**config.mk**
```make
export PLATFORM = sky130hd
export DESIGN_NAME = fpu_instr_queue
export DESIGN_NICKNAME = d
export VERILOG_FILES = /design/src/rtl/fpu_instr_queue.sv
export SDC_FILE = /design/constraint.sdc
export NUM_CORES = 1
export LEC_CHECK = 0
export ABC_AREA = 1
export ABC_CLOCK_PERIOD_IN_PS = 7250
export BUFFER_PORTS_ARGS = -buffer_cell sky130_fd_sc_hd__clkbuf_2
export CORE_ASPECT_RATIO = 1.4
export CORE_UTILIZATION = 35
export CTS_BUF_LIST = sky130_fd_sc_hd__clkbuf_8
export CTS_CLUSTER_DIAMETER = 30
export DETAILED_ROUTE_END_ITERATION = 16
export GPL_TIMING_DRIVEN = 0
export PLACE_DENSITY = 0.63
export SLEW_MARGIN = 15
export SYNTH_ARGS = -nofsm -noshare
export SYNTH_HDL_FRONTEND = slang
export SYNTH_SLANG_ARGS = --single-unit
```
**constraint.sdc**
```tcl
create_clock -name clk -period 7.25 [get_ports clk]
set_input_delay 1.45 -clock clk [delete_from_list [all_inputs] [get_ports clk]]
set_output_delay 1.45 -clock clk [all_outputs]
set_load 0.02 [all_outputs]
```
**src/rtl/fpu_instr_queue.sv**
```systemverilog
// In-order instruction queue between the CPU escape-opcode interface and the 8087 decoder/core.
// Optional watchdog on the core-completion wait is compiled in with FPU_QUEUE_TIMEOUT_EN.
module fpu_instr_queue #(
  parameter int unsigned DEPTH          = 4,
  parameter int unsigned GUARD_CYCLES   = 1,
  parameter int unsigned TIMEOUT_CYCLES = 1024
) (
  input  logic                         clk,
  input  logic                         reset_n,
  input  logic                         in_valid,
  output logic                         in_ready,
  input  logic [7:0]                   in_opcode,
  input  logic [7:0]                   in_modrm,
  input  logic [79:0]                  in_data,
  input  logic [31:0]                  in_int_data,
  output logic [7:0]                   core_opcode,
  output logic [7:0]                   core_modrm,
  output logic [79:0]                  core_data,
  output logic [31:0]                  core_int_data,
  output logic                         core_execute,
  input  logic                         core_ready,
  input  logic                         core_error,
  input  logic                         flush,
  input  logic                         err_clear,
  output logic [$clog2(DEPTH+1)-1:0]   count,
  output logic                         busy,
  output logic                         halted,
  output logic                         timeout_err
);

  localparam int unsigned PW = $clog2(DEPTH);
  localparam int unsigned CW = $clog2(DEPTH+1);
  localparam int unsigned EW = 8 + 8 + 80 + 32;

  if (DEPTH < 2 || (DEPTH & (DEPTH - 1)) != 0 || GUARD_CYCLES < 1 || GUARD_CYCLES > 7 ||
      TIMEOUT_CYCLES < 1) begin : g_bad_cfg
    $error("fpu_instr_queue: invalid parameter set");
  end

  typedef enum logic [2:0] {S_IDLE, S_ISSUE, S_GUARD, S_WAIT, S_HALT} state_t;

  state_t          r_state;
  state_t          w_next;
  logic [EW-1:0]   r_mem [DEPTH];
  logic [PW-1:0]   r_wr_ptr;
  logic [PW-1:0]   r_rd_ptr;
  logic [CW-1:0]   r_count;
  logic [2:0]      r_guard;
  logic            w_full;
  logic            w_push;
  logic            w_pop;
  logic            w_go;
  logic            w_guard_done;
  logic            w_wd_fire;

  assign w_full       = (r_count == CW'(DEPTH));
  assign w_push       = in_valid && in_ready;
  assign w_pop        = (r_state == S_ISSUE);
  assign w_go         = (r_state == S_IDLE) && (r_count != '0) && core_ready && !flush;
  assign w_guard_done = (r_guard == 3'(GUARD_CYCLES - 1));
  assign count        = r_count;

  // Pointers and occupancy; flush discards everything not yet issued.
  always_ff @(posedge clk or negedge reset_n) begin
    if (!reset_n) begin
      r_wr_ptr <= '0;
      r_rd_ptr <= '0;
      r_count  <= '0;
    end else if (flush) begin
      r_wr_ptr <= '0;
      r_rd_ptr <= '0;
      r_count  <= '0;
    end else begin
      if (w_push) r_wr_ptr <= r_wr_ptr + 1'b1;
      if (w_pop)  r_rd_ptr <= r_rd_ptr + 1'b1;
      case ({w_push, w_pop})
        2'b10:   r_count <= r_count + 1'b1;
        2'b01:   r_count <= r_count - 1'b1;
        default: r_count <= r_count;
      endcase
    end
  end

  always_ff @(posedge clk) begin
    if (w_push) r_mem[r_wr_ptr] <= {in_opcode, in_modrm, in_data, in_int_data};
  end

  // Head is latched on the IDLE->ISSUE edge and held until the next issue.
  always_ff @(posedge clk or negedge reset_n) begin
    if (!reset_n) begin
      core_opcode   <= '0;
      core_modrm    <= '0;
      core_data     <= '0;
      core_int_data <= '0;
    end else if (w_go) begin
      {core_opcode, core_modrm, core_data, core_int_data} <= r_mem[r_rd_ptr];
    end
  end

  always_ff @(posedge clk or negedge reset_n) begin
    if (!reset_n) r_guard <= '0;
    else          r_guard <= (r_state == S_GUARD) ? r_guard + 3'd1 : '0;
  end

`ifdef FPU_QUEUE_TIMEOUT_EN
  localparam int unsigned WW = $clog2(TIMEOUT_CYCLES + 1);
  logic [WW-1:0] r_wd;
  logic          r_tmo;

  assign w_wd_fire   = (r_state == S_WAIT) && !core_ready && (r_wd == WW'(TIMEOUT_CYCLES - 1));
  assign timeout_err = r_tmo;

  always_ff @(posedge clk or negedge reset_n) begin
    if (!reset_n) begin
      r_wd  <= '0;
      r_tmo <= 1'b0;
    end else begin
      r_wd <= (r_state == S_WAIT) ? r_wd + 1'b1 : '0;
      if (w_wd_fire)      r_tmo <= 1'b1;
      else if (err_clear) r_tmo <= 1'b0;
    end
  end
`else
  assign w_wd_fire   = 1'b0;
  assign timeout_err = 1'b0;
`endif

  always_ff @(posedge clk or negedge reset_n) begin
    if (!reset_n) r_state <= S_IDLE;
    else          r_state <= w_next;
  end

  always_comb begin
    w_next = r_state;
    case (r_state)
      S_IDLE:  if (w_go) w_next = S_ISSUE;
      S_ISSUE: w_next = S_GUARD;
      S_GUARD: if (w_guard_done) w_next = S_WAIT;
      S_WAIT: begin
        if (core_ready)     w_next = core_error ? S_HALT : S_IDLE;
        else if (w_wd_fire) w_next = S_HALT;
      end
      S_HALT:  if (err_clear) w_next = S_IDLE;
      default: w_next = S_IDLE;
    endcase
  end

  always_comb begin
    core_execute = (r_state == S_ISSUE);
    halted       = (r_state == S_HALT);
    busy         = (r_count != '0) || (r_state != S_IDLE);
    in_ready     = !w_full && (r_state != S_HALT) && !flush;
  end

endmodule

```
Word-level counts from Yosys, hierarchy flattened
Memory sizes are Yosys's and may differ from the RTL's. A register that Yosys moved wholly into a read port is not among the register bits.
Cells that the tools add are included.

cells by class
  add/sub/neg operators = 5
  eq/ne operators = 12
  multiplexer cells = 15
  reduce and logical (&&, ||, !) cells = 18

operator list
  operator                                                             count
  3-bit two-way mux                                                    7
  3-bit case mux with 5 select lines                                   1
  3-bit nonzero test                                                   3
  2-bit two-way mux                                                    4
  2-bit != test (second input constant)                                4
  3-bit by 1-bit adder with 3-bit output (second input constant)       2
  3-bit by 2-bit == test with 1-bit output (second input constant)     2
  3-bit == test (second input constant)                                2
  1-bit logical AND                                                    6
  3-bit zero test                                                      2
  3-bit case mux with 2 select lines                                   1
  2-bit by 1-bit adder with 2-bit output (second input constant)       2
  4-bit AND reduction                                                  1
  2-bit nonzero test                                                   2
  3-bit by 1-bit == test with 1-bit output (second input constant)     1
  1-bit zero test                                                      3
  3-bit != test (second input constant)                                1
  3-bit by 1-bit subtractor with 3-bit output (second input constant)  1
  2-bit by 1-bit == test with 1-bit output (second input constant)     1
  2-bit == test (second input constant)                                1
  1-bit two-way mux                                                    2
  1-bit logical OR                                                     1

storage, ports and cells
  flip-flop bits (word level) = 13
  RAM bits = 512
  input port bits = 135
  output and inout bits = 136
  logic and storage cells = 56
  memories kept = 1

memory list
  memory  words  bits a word  read ports  clocked after Yosys merged registers in  wr ports  RTL line  source
  r_mem   4      128          1           1                                        1         44        logic [EW-1:0] r_mem [DEPTH];

Longest topological paths before layout
Gate-level depths: netlist of the first run.

  depth after elaboration = 8
  gate-level depth with buffers = 11
  mapped depth without buffers = 11

Worst setup path before layout of the first run
OpenSTA, ideal clock, no wires.

  path type = input port to flip-flop
  start = input port flush
  end = memory r_mem[0][0] (netlist bit), enable pin
  setup time = 0.617 ns
  arrival = 7.147 ns
  data required time = 6.633 ns
  path slack = -0.514 ns
  cell stages on the path = 3
  buffers on the path = 0
  cells stage by stage = a21oi_1 -> nand3_2 -> nor2_1

on the way
  word-level cells in the longest chain between the ends = 5

RTL lines
  item                                     RTL line  source
  start, declared                          23        input logic flush,
  1-bit zero test                          152       in_ready = !w_full && (r_state != S_HALT) && !flush;
  1-bit logical AND                        152
  1-bit logical AND                        57        assign w_push = in_valid && in_ready;
  1-bit two-way mux                        85        if (w_push) r_mem[r_wr_ptr] <= {in_opcode, in_modrm, in_data, in_int_data};
  1-bit two-way mux (implied by the code)  85
  end, declared                            44

No other way between the ends.

Worst setup path after layout of the first run
  start = input port flush
  end = output port in_ready

on the way
  word-level cells in the longest chain between the ends = 2

RTL lines
  item               RTL line  source
  1-bit zero test    152
  1-bit logical AND  152
  end, declared      11        output logic in_ready,

No other way between the ends.

==> results.json, run 1 <==
{
  "yosys_register_bits": 653,
  "post_drt_wl_per_cell_microns": 19.83,
  "synth_most_common_cell": "sky130_fd_sc_hd__edfxtp_1",
  "maxCapViolCount": 0,
  "htree_num_levels": 3,
  "post_route_cells_drive_above_1_share_pct": 23.15,
  "fin_ws_ns": 3.780,
  "critical_path_arrival_ns": 2.02,
  "globalRouteMet1Util_pct": 22.01,
  "placeableCoreArea_sq_mm": 0.06918,
  "ys_types": 29,
  "clkSinkCount": 653,
  "run_status": "completed",
  "clk_root_buffer_cell": "sky130_fd_sc_hd__clkbuf_8",
  "period_minus_slack_ns": 3.470,
  "worst_ir_drop_vdd_uv": 195.0,
  "place_hpwl_mm": 43.21,
  "top_ff_cell_synth": "sky130_fd_sc_hd__edfxtp_1",
  "die_h_microns": 314.9,
  "path_class": "input pin to output port",
  "power_per_cell_area_mw_per_mm2": 382.5,
  "slew_headroom_pct": 53.38,
  "finClkSkew_ns": 0.02895,
  "starting_density_of_the_core_pct": 35.38,
  "startpoint_types": "input pin",
  "final_cycle_utilization_of_the_critical_path_pct": 47.86,
  "numCtsBuffers": 114,
  "clock_path_buffers": 3,
  "portBuffers": 269,
  "endpoint_type_of_the_worst_setup_path": "output port",
  "vias": 16510,
  "synth_warnings": 0,
  "required_ns": 5.80,
  "grt_max_degree": 59,
  "globalplace.congestion": 0.7851,
  "grt_overflow_total": 0,
  "drt_pre_antenna_iters": 5,
  "clk_latency_ns": 0.72,
  "worst_path_max_delay_cell": "sky130_fd_sc_hd__a211oi_1",
  "global_route.peak_usage_layer": "met2",
  "postCtsHoldBufs": 0,
  "ctsResizeCount": 0,
  "placed_cell_area_sq_mm": 0.02760,
  "post_synth_instance_area_sq_mm": 0.02448,
  "number_of_enable_flip_flop_cells_after_synthesis": 512,
  "drc": 0,
  "fmaxAchievable_ghz": 0.2882,
  "global_route.usage.met2_pct": 32.23,
  "floorplan.io_pins": 271,
  "share_of_the_synthesized_area_in_the_top_cell_type_pct": 62.82,
  "antenna_found_initial": 9,
  "std_cell_rows": 114,
  "die_x_microns": 225.5,
  "worst_setup_hold_path_clk_slew_ns": 0.05,
  "post_layout_nonfiller_instances": 3337,
  "synth_top_cell_by_area": "sky130_fd_sc_hd__edfxtp_1",
  "cts.repair_timing.setup_buffer_count": 0,
  "per_cell_via_count_in_the_routed_design": 4.946,
  "synth.area.top_cells": "sky130_fd_sc_hd__edfxtp_1, sky130_fd_sc_hd__dfrtp_1, sky130_fd_sc_hd__nand2_1, sky130_fd_sc_hd__nor2_1, sky130_fd_sc_hd__o21ai_0",
  "place.detailed.instances": 3113,
  "worst_slew_pin_slew_ns": 0.6977,
  "synthCells": 1890,
  "p_leak_nw": 12.00,
  "worstPathCellList": "clkbuf_2, a211oi_1, clkbuf_2",
  "worst_path_dominant_cell_family": "buffers and inverters",
  "synthesis.area_per_instance_sq_um": 12.95,
  "totalPowerFinal_mw": 11.56,
  "seq_area_frac_synth_pct": 77.23,
  "grt_usage_pct": 18.63,
  "antenna_violating_nets_post_route": 0,
  "finalNetCount": 2443,
  "final_max_slew_viol_count": 0,
  "grtUsageMet3_pct": 4.194,
  "report.final.hold_viol_count": 0,
  "dp_worst_setup_slack_ns": 3.638,
  "tritoncts_clock_tree": "built",
  "floorplan.die_area_sq_mm": 0.07101,
  "rsz0062_at_grt": "false",
  "synth.top_cells.by_count": "sky130_fd_sc_hd__edfxtp_1, sky130_fd_sc_hd__nand2_1, sky130_fd_sc_hd__nor2_1",
  "grt_pass1_vias": 17160,
  "setup_violations": 0,
  "cp_num_buf_inv": 2,
  "wire_length_of_the_first_global_routing_pass_mm": 99.42,
  "layout-area-overhead-vs-synth_pct": 23.49,
  "totalWireLength_mm": 66.17,
  "cp_max_fo": 6,
  "design_area_sq_mm": 0.03023,
  "async_reset_ff_share_pct": 21.59,
  "first_iter_violations": 1185,
  "path_common_cell": "sky130_fd_sc_hd__clkbuf_2",
  "postSynthNetCount": 2032,
  "hold_path_class": "flop to flop",
  "cpPeakStageDelay_ns": 0.23
}
[worst register-to-register path: cells and delay by family (launching register included)]
kind | cells | cell delay [ns]
compound gates | 1 | 0.21
buf+inv | 2 | 0.50
flops | 1 | 0.48
simple gates | 3 | 1.06
[metrics by stage]
step           hold slack, ns  util [%]   TNS, ns
2_1_floorplan          0.4313         -   -263.10
3_3_place_gp           0.4456     39.01  -2854.42
3_5_place_dp           0.4551     39.89         0
4_1_cts                0.4614     43.67         0
5_1_grt                0.4810     43.68         0
6_report               0.4588     43.69         0
[cell usage in the layout (no fill, tap or decap), drive strengths merged]
master	synthesis	layout
nor3	1	1
a21oi	3	3
o21bai	1	1
a211oi	1	1
clkinvlp	0	9
o21ai	260	260
dfrtp	141	141
o22ai	128	128
nand4	4	4
nor2	273	273
clkinv	1	31
conb	1	1
nand3	11	11
xor2	1	1
edfxtp	512	512
inv	27	66
buf	72	98
ha	6	6
bufinv	0	15
xnor2	1	1
diode	0	7
or2	1	1
clkbuf	41	434
nand2	403	403
fa	1	1
[routing by layer]
metal	part of all wire [%]	vias up
li1	-	7581
met1	40	8207
met2	50	577
met3	6.2	134
met4	3.0	6
met5	0.048	-
[cell type report]
class	instances	area, sq um
inverters	28	107.6
clock inverters	93	905.9
repair buffers	295	1928
diodes	7	17.52
fillers	6281	38950
multi-input cells	1096	4920
well taps	928	1161
flip-flops and latches	653	18900
plain buffers	113	575.6
clock buffers	124	1707
[sequential cells by signal (all words and copies together) (netlist names)]
register and cells:
r_wr_ptr 2, r_guard 3, core_modrm 8, r_rd_ptr 2, core_int_data 32, r_mem 512
r_state 3, core_data 80, count 3, core_opcode 8
[path summary, 6_finish.rpt]
check                                     start                         to  slack (ns)  cells after the start
max                                       flush                   in_ready        3.78                      3
min                        r_guard[0]$_DFF_PN0_       r_guard[0]$_DFF_PN0_        0.46                      1
max reg2reg                count[0]$_DFFE_PN0P_     r_mem[1][62]$_DFFE_PP_        4.69                      6
min reg2reg                r_guard[0]$_DFF_PN0_       r_guard[0]$_DFF_PN0_        0.46                      1
max in group asynchronous               reset_n  core_data[21]$_DFFE_PN0P_        5.65                      3
min in group asynchronous               reset_n  core_modrm[5]$_DFFE_PN0P_        0.65                      1
[where the power goes]
| group | switching [mW] | internal (mW) | total, mW |
|---|---|---|---|
| Combinational | 2.06 | 0.920 | 2.98 |
| Sequential | 0.255 | 4.59 | 4.84 |
| Clock | 1.58 | 2.15 | 3.73 |
[logic make-up after synthesis]
family / after synthesis / share of synthesized area (%)
buffers and inverters: 141 / 2.791
xor gates and xnor gates: 2 / 0.07158
adders and majority gates: 7 / 0.3885
AOI/OAI and AO/OA: 393 / 8.711
DFF: 653 / 77.23
other: 1 / 0.01532
and+or+nand+nor: 693 / 10.79
No activity file was read; power rests on OpenSTA's default activity.
==> run 2, diff against run 1 <==
--- a/config.mk
+++ b/config.mk
@@ -6,7 +6,7 @@
 export NUM_CORES = 1
 export LEC_CHECK = 0
 export ABC_AREA = 1
-export ABC_CLOCK_PERIOD_IN_PS = 7250
+export ABC_CLOCK_PERIOD_IN_PS = 3130
 export BUFFER_PORTS_ARGS = -buffer_cell sky130_fd_sc_hd__clkbuf_2
 export CORE_ASPECT_RATIO = 1.4
 export CORE_UTILIZATION = 35
==> constraint.sdc (replaced) <==
create_clock -name clk -period 3.13 [get_ports clk]
set_input_delay 0.626 -clock clk [delete_from_list [all_inputs] [get_ports clk]]
set_output_delay 0.626 -clock clk [all_outputs]
set_load 0.02 [all_outputs]
==> run 2 against run 1 <==
Sequential power rose by 130%. Combinational power up 130%. First-iteration DRC count rose by 8.7%. Register-to-register slack lost 4.3 ns. Final cell count fell by 0.30%. Highest routed layer unchanged.
==> results.json, run 2 (synthesized netlist as in run 1, its figures left out) <==
{
  "reg_top3": "r_mem (512), core_data (80), core_int_data (32)",
  "max_flop_register": "r_mem",
  "endpoint_type_of_the_worst_setup_path": "flop",
  "clk_root_buffer_cell": "sky130_fd_sc_hd__clkbuf_8",
  "r2r_setup_slack_ns": 0.37,
  "finClkSkew_ns": 0.03111,
  "final_max_slew_viol_count": 0,
  "grt_overflow_total": 0,
  "multiInputGateArea_sq_mm": 0.004938,
  "reg2reg_to": "r_mem[0][120]$_DFFE_PP_",
  "clkSinkCount": 653,
  "worst_hold_slack_ns": 0.1249,
  "postCtsHoldBufs": 1,
  "setup_violations": 0,
  "worstSetupStartpoint": "count[0]$_DFFE_PN0P_",
  "placeableCoreArea_sq_mm": 0.06918,
  "period_minus_slack_ns": 2.757,
  "worst_ir_drop_vdd_uv": 514.4,
  "globalplace.congestion": 0.7706,
  "grt_pass1_vias": 17020,
  "fmaxAchievable_ghz": 0.3627,
  "totalPowerFinal_mw": 26.28,
  "worstPathCellList": "nor2_1, a21oi_4, nand3_4, nor2_4, buf_12, buf_16, buf_12, buf_16",
  "antenna_found_initial": 9,
  "power.switching_mw": 9.000,
  "startpoint_types": "flop",
  "worst_path_dominant_cell_family": "simple AND/OR/NAND/NOR gates",
  "drc": 0,
  "rsz0062_at_grt": "false",
  "worst_setup_hold_path_clk_slew_ns": 0.07,
  "cp_num_buf_inv": 4,
  "required_ns": 3.54,
  "portBuffers": 269,
  "post_route_cells_drive_above_1_share_pct": 23.23,
  "first_iter_violations": 1288,
  "sequentialPowerShare_pct": 42.7,
  "maxCapViolCount": 0,
  "cts.repair_timing.setup_buffer_count": 0,
  "clk_latency_ns": 0.72,
  "numCtsBuffers": 109,
  "reg2regPathDepth": 8,
  "seq_area_sq_mm": 0.01891,
  "die_x_microns": 225.5,
  "clock_path_buffers": 3,
  "setup-tns-final_ns": 0,
  "switching_share_pct": 34.25,
  "htree_num_levels": 3,
  "totalWireLength_mm": 65.49,
  "grt_usage_pct": 18.45,
  "internal_power_mw": 17.28,
  "cp_max_fo": 20,
  "per_cell_via_count_in_the_routed_design": 4.902,
  "clock_power_share_pct": 30.9,
  "floorplan.io_pins": 271,
  "wire_length_of_the_first_global_routing_pass_mm": 98.61,
  "grt_max_degree": 81,
  "critical_path_arrival_ns": 3.17,
  "crit_cells": 8,
  "worst_path_max_delay_cell": "sky130_fd_sc_hd__nor2_4",
  "report.final.hold_viol_count": 0,
  "worst_slew_pin_slew_ns": 0.7594,
  "drt_pre_antenna_iters": 5,
  "fillCellCount": 6361,
  "die_h_microns": 314.9,
  "final_cycle_utilization_of_the_critical_path_pct": 88.10,
  "cpPeakStageDelay_ns": 0.65,
  "hp-start": "in_opcode[6]",
  "starting_density_of_the_core_pct": 35.38,
  "vias": 16310,
  "finalNetCount": 2439,
  "std_cell_rows": 114,
  "post_drt_wl_per_cell_microns": 19.68,
  "crit_path_end": "r_mem[0][120]$_DFFE_PP_",
  "layout_commonest_cell": "sky130_fd_sc_hd__edfxtp_1",
  "layout-area-overhead-vs-synth_pct": 22.97,
  "hold_path_class": "input pin to flop",
  "worst_r2r_startpoint": "count[0]$_DFFE_PN0P_",
  "power_per_cell_area_mw_per_mm2": 873.0,
  "antenna_violating_nets_post_route": 0,
  "p_leak_nw": 11.89,
  "place_hpwl_mm": 43.02,
  "ctsResizeCount": 0,
  "run_status": "completed",
  "most_frequent_cells_in_the_layout": "sky130_fd_sc_hd__edfxtp_1, sky130_fd_sc_hd__nand2_1, sky130_fd_sc_hd__nor2_1, sky130_fd_sc_hd__clkbuf_2, sky130_fd_sc_hd__o21ai_0",
  "floorplan.die_area_sq_mm": 0.07101,
  "finalCoreUtilization_pct": 43.51,
  "slew_headroom_pct": 49.25,
  "share_comb_of_total_power_pct": 26.4,
  "tritoncts_clock_tree": "built",
  "largest_register_ffs": 512,
  "path_class": "flop to flop"
}
run 2: cell types whose count changed in the layout (fill, tap and decap cells not counted), moves of 2 or more:
cell	delta
sky130_fd_sc_hd__clkinv_8	-3
sky130_fd_sc_hd__inv_8	+3
sky130_fd_sc_hd__bufinv_16	-5
sky130_fd_sc_hd__clkinv_1	+3
sky130_fd_sc_hd__inv_1	-10
sky130_fd_sc_hd__clkinv_2	+4
sky130_fd_sc_hd__inv_6	-3
sky130_fd_sc_hd__dfrtp_2	+2
sky130_fd_sc_hd__clkbuf_8	-2
sky130_fd_sc_hd__buf_12	-5
sky130_fd_sc_hd__dfrtp_1	-2
sky130_fd_sc_hd__buf_16	+5
run 2: power by group through the flow:
| stage | registers, mW | clock network (mW) | logic, mW |
|---|---|---|---|
| CTS | 11.2 | 8.29 | 7.06 |
| detailed placement | 11.4 | 0 | 7.02 |
| floorplan | 12.2 | 0 | 3.32 |
| global placement | 11.4 | 0 | 6.73 |
| finish | 11.2 | 8.11 | 6.93 |
| global route | 11.3 | 8.67 | 7.65 |
run 2: layout make-up:
cell class                 instances  share of cell area, %
tap                              928                  3.858
buffer                           113                  1.912
antenna                            6                0.04988
sequential                       653                  62.81
inverter                          28                 0.3575
clock inverter                    85                  2.461
multi-input combinational       1096                  16.41
timing repair buffer             296                  6.564
clock buffer                     122                  5.579
run 2: metrics by stage:
step                worst slack [ns]  cells  instance area, sq um
global route                  0.2466   3326                 30100
global placement              -2.010   3087                 27030
floorplan                    -0.1798   1890                 24530
detailed placement           0.06318   3113                 27650
finish                        0.3726   3327                 30100
CTS                           0.3104   3321                 30080
run 2: layer usage:
layer | GRT usage, % | share of wire [%]
met4 | 7.282 | 2.8
met3 | 4.436 | 6.4
met1 | 21.79 | 40
met5 | 0 | 0.053
met2 | 32.18 | 51
run 2: how the worst min path moves through the flow:
stage               slack (ns)  depth (start not counted)                       end
floorplan                 0.33                          0  core_data[0]$_DFFE_PN0P_
global placement          0.44                          1      r_guard[0]$_DFF_PN0_
detailed placement        0.46                          1      r_guard[0]$_DFF_PN0_
CTS                       0.03                          1    r_mem[3][19]$_DFFE_PP_
global route              0.05                          1    r_mem[1][77]$_DFFE_PP_
finish                    0.12                          1   r_mem[3][126]$_DFFE_PP_
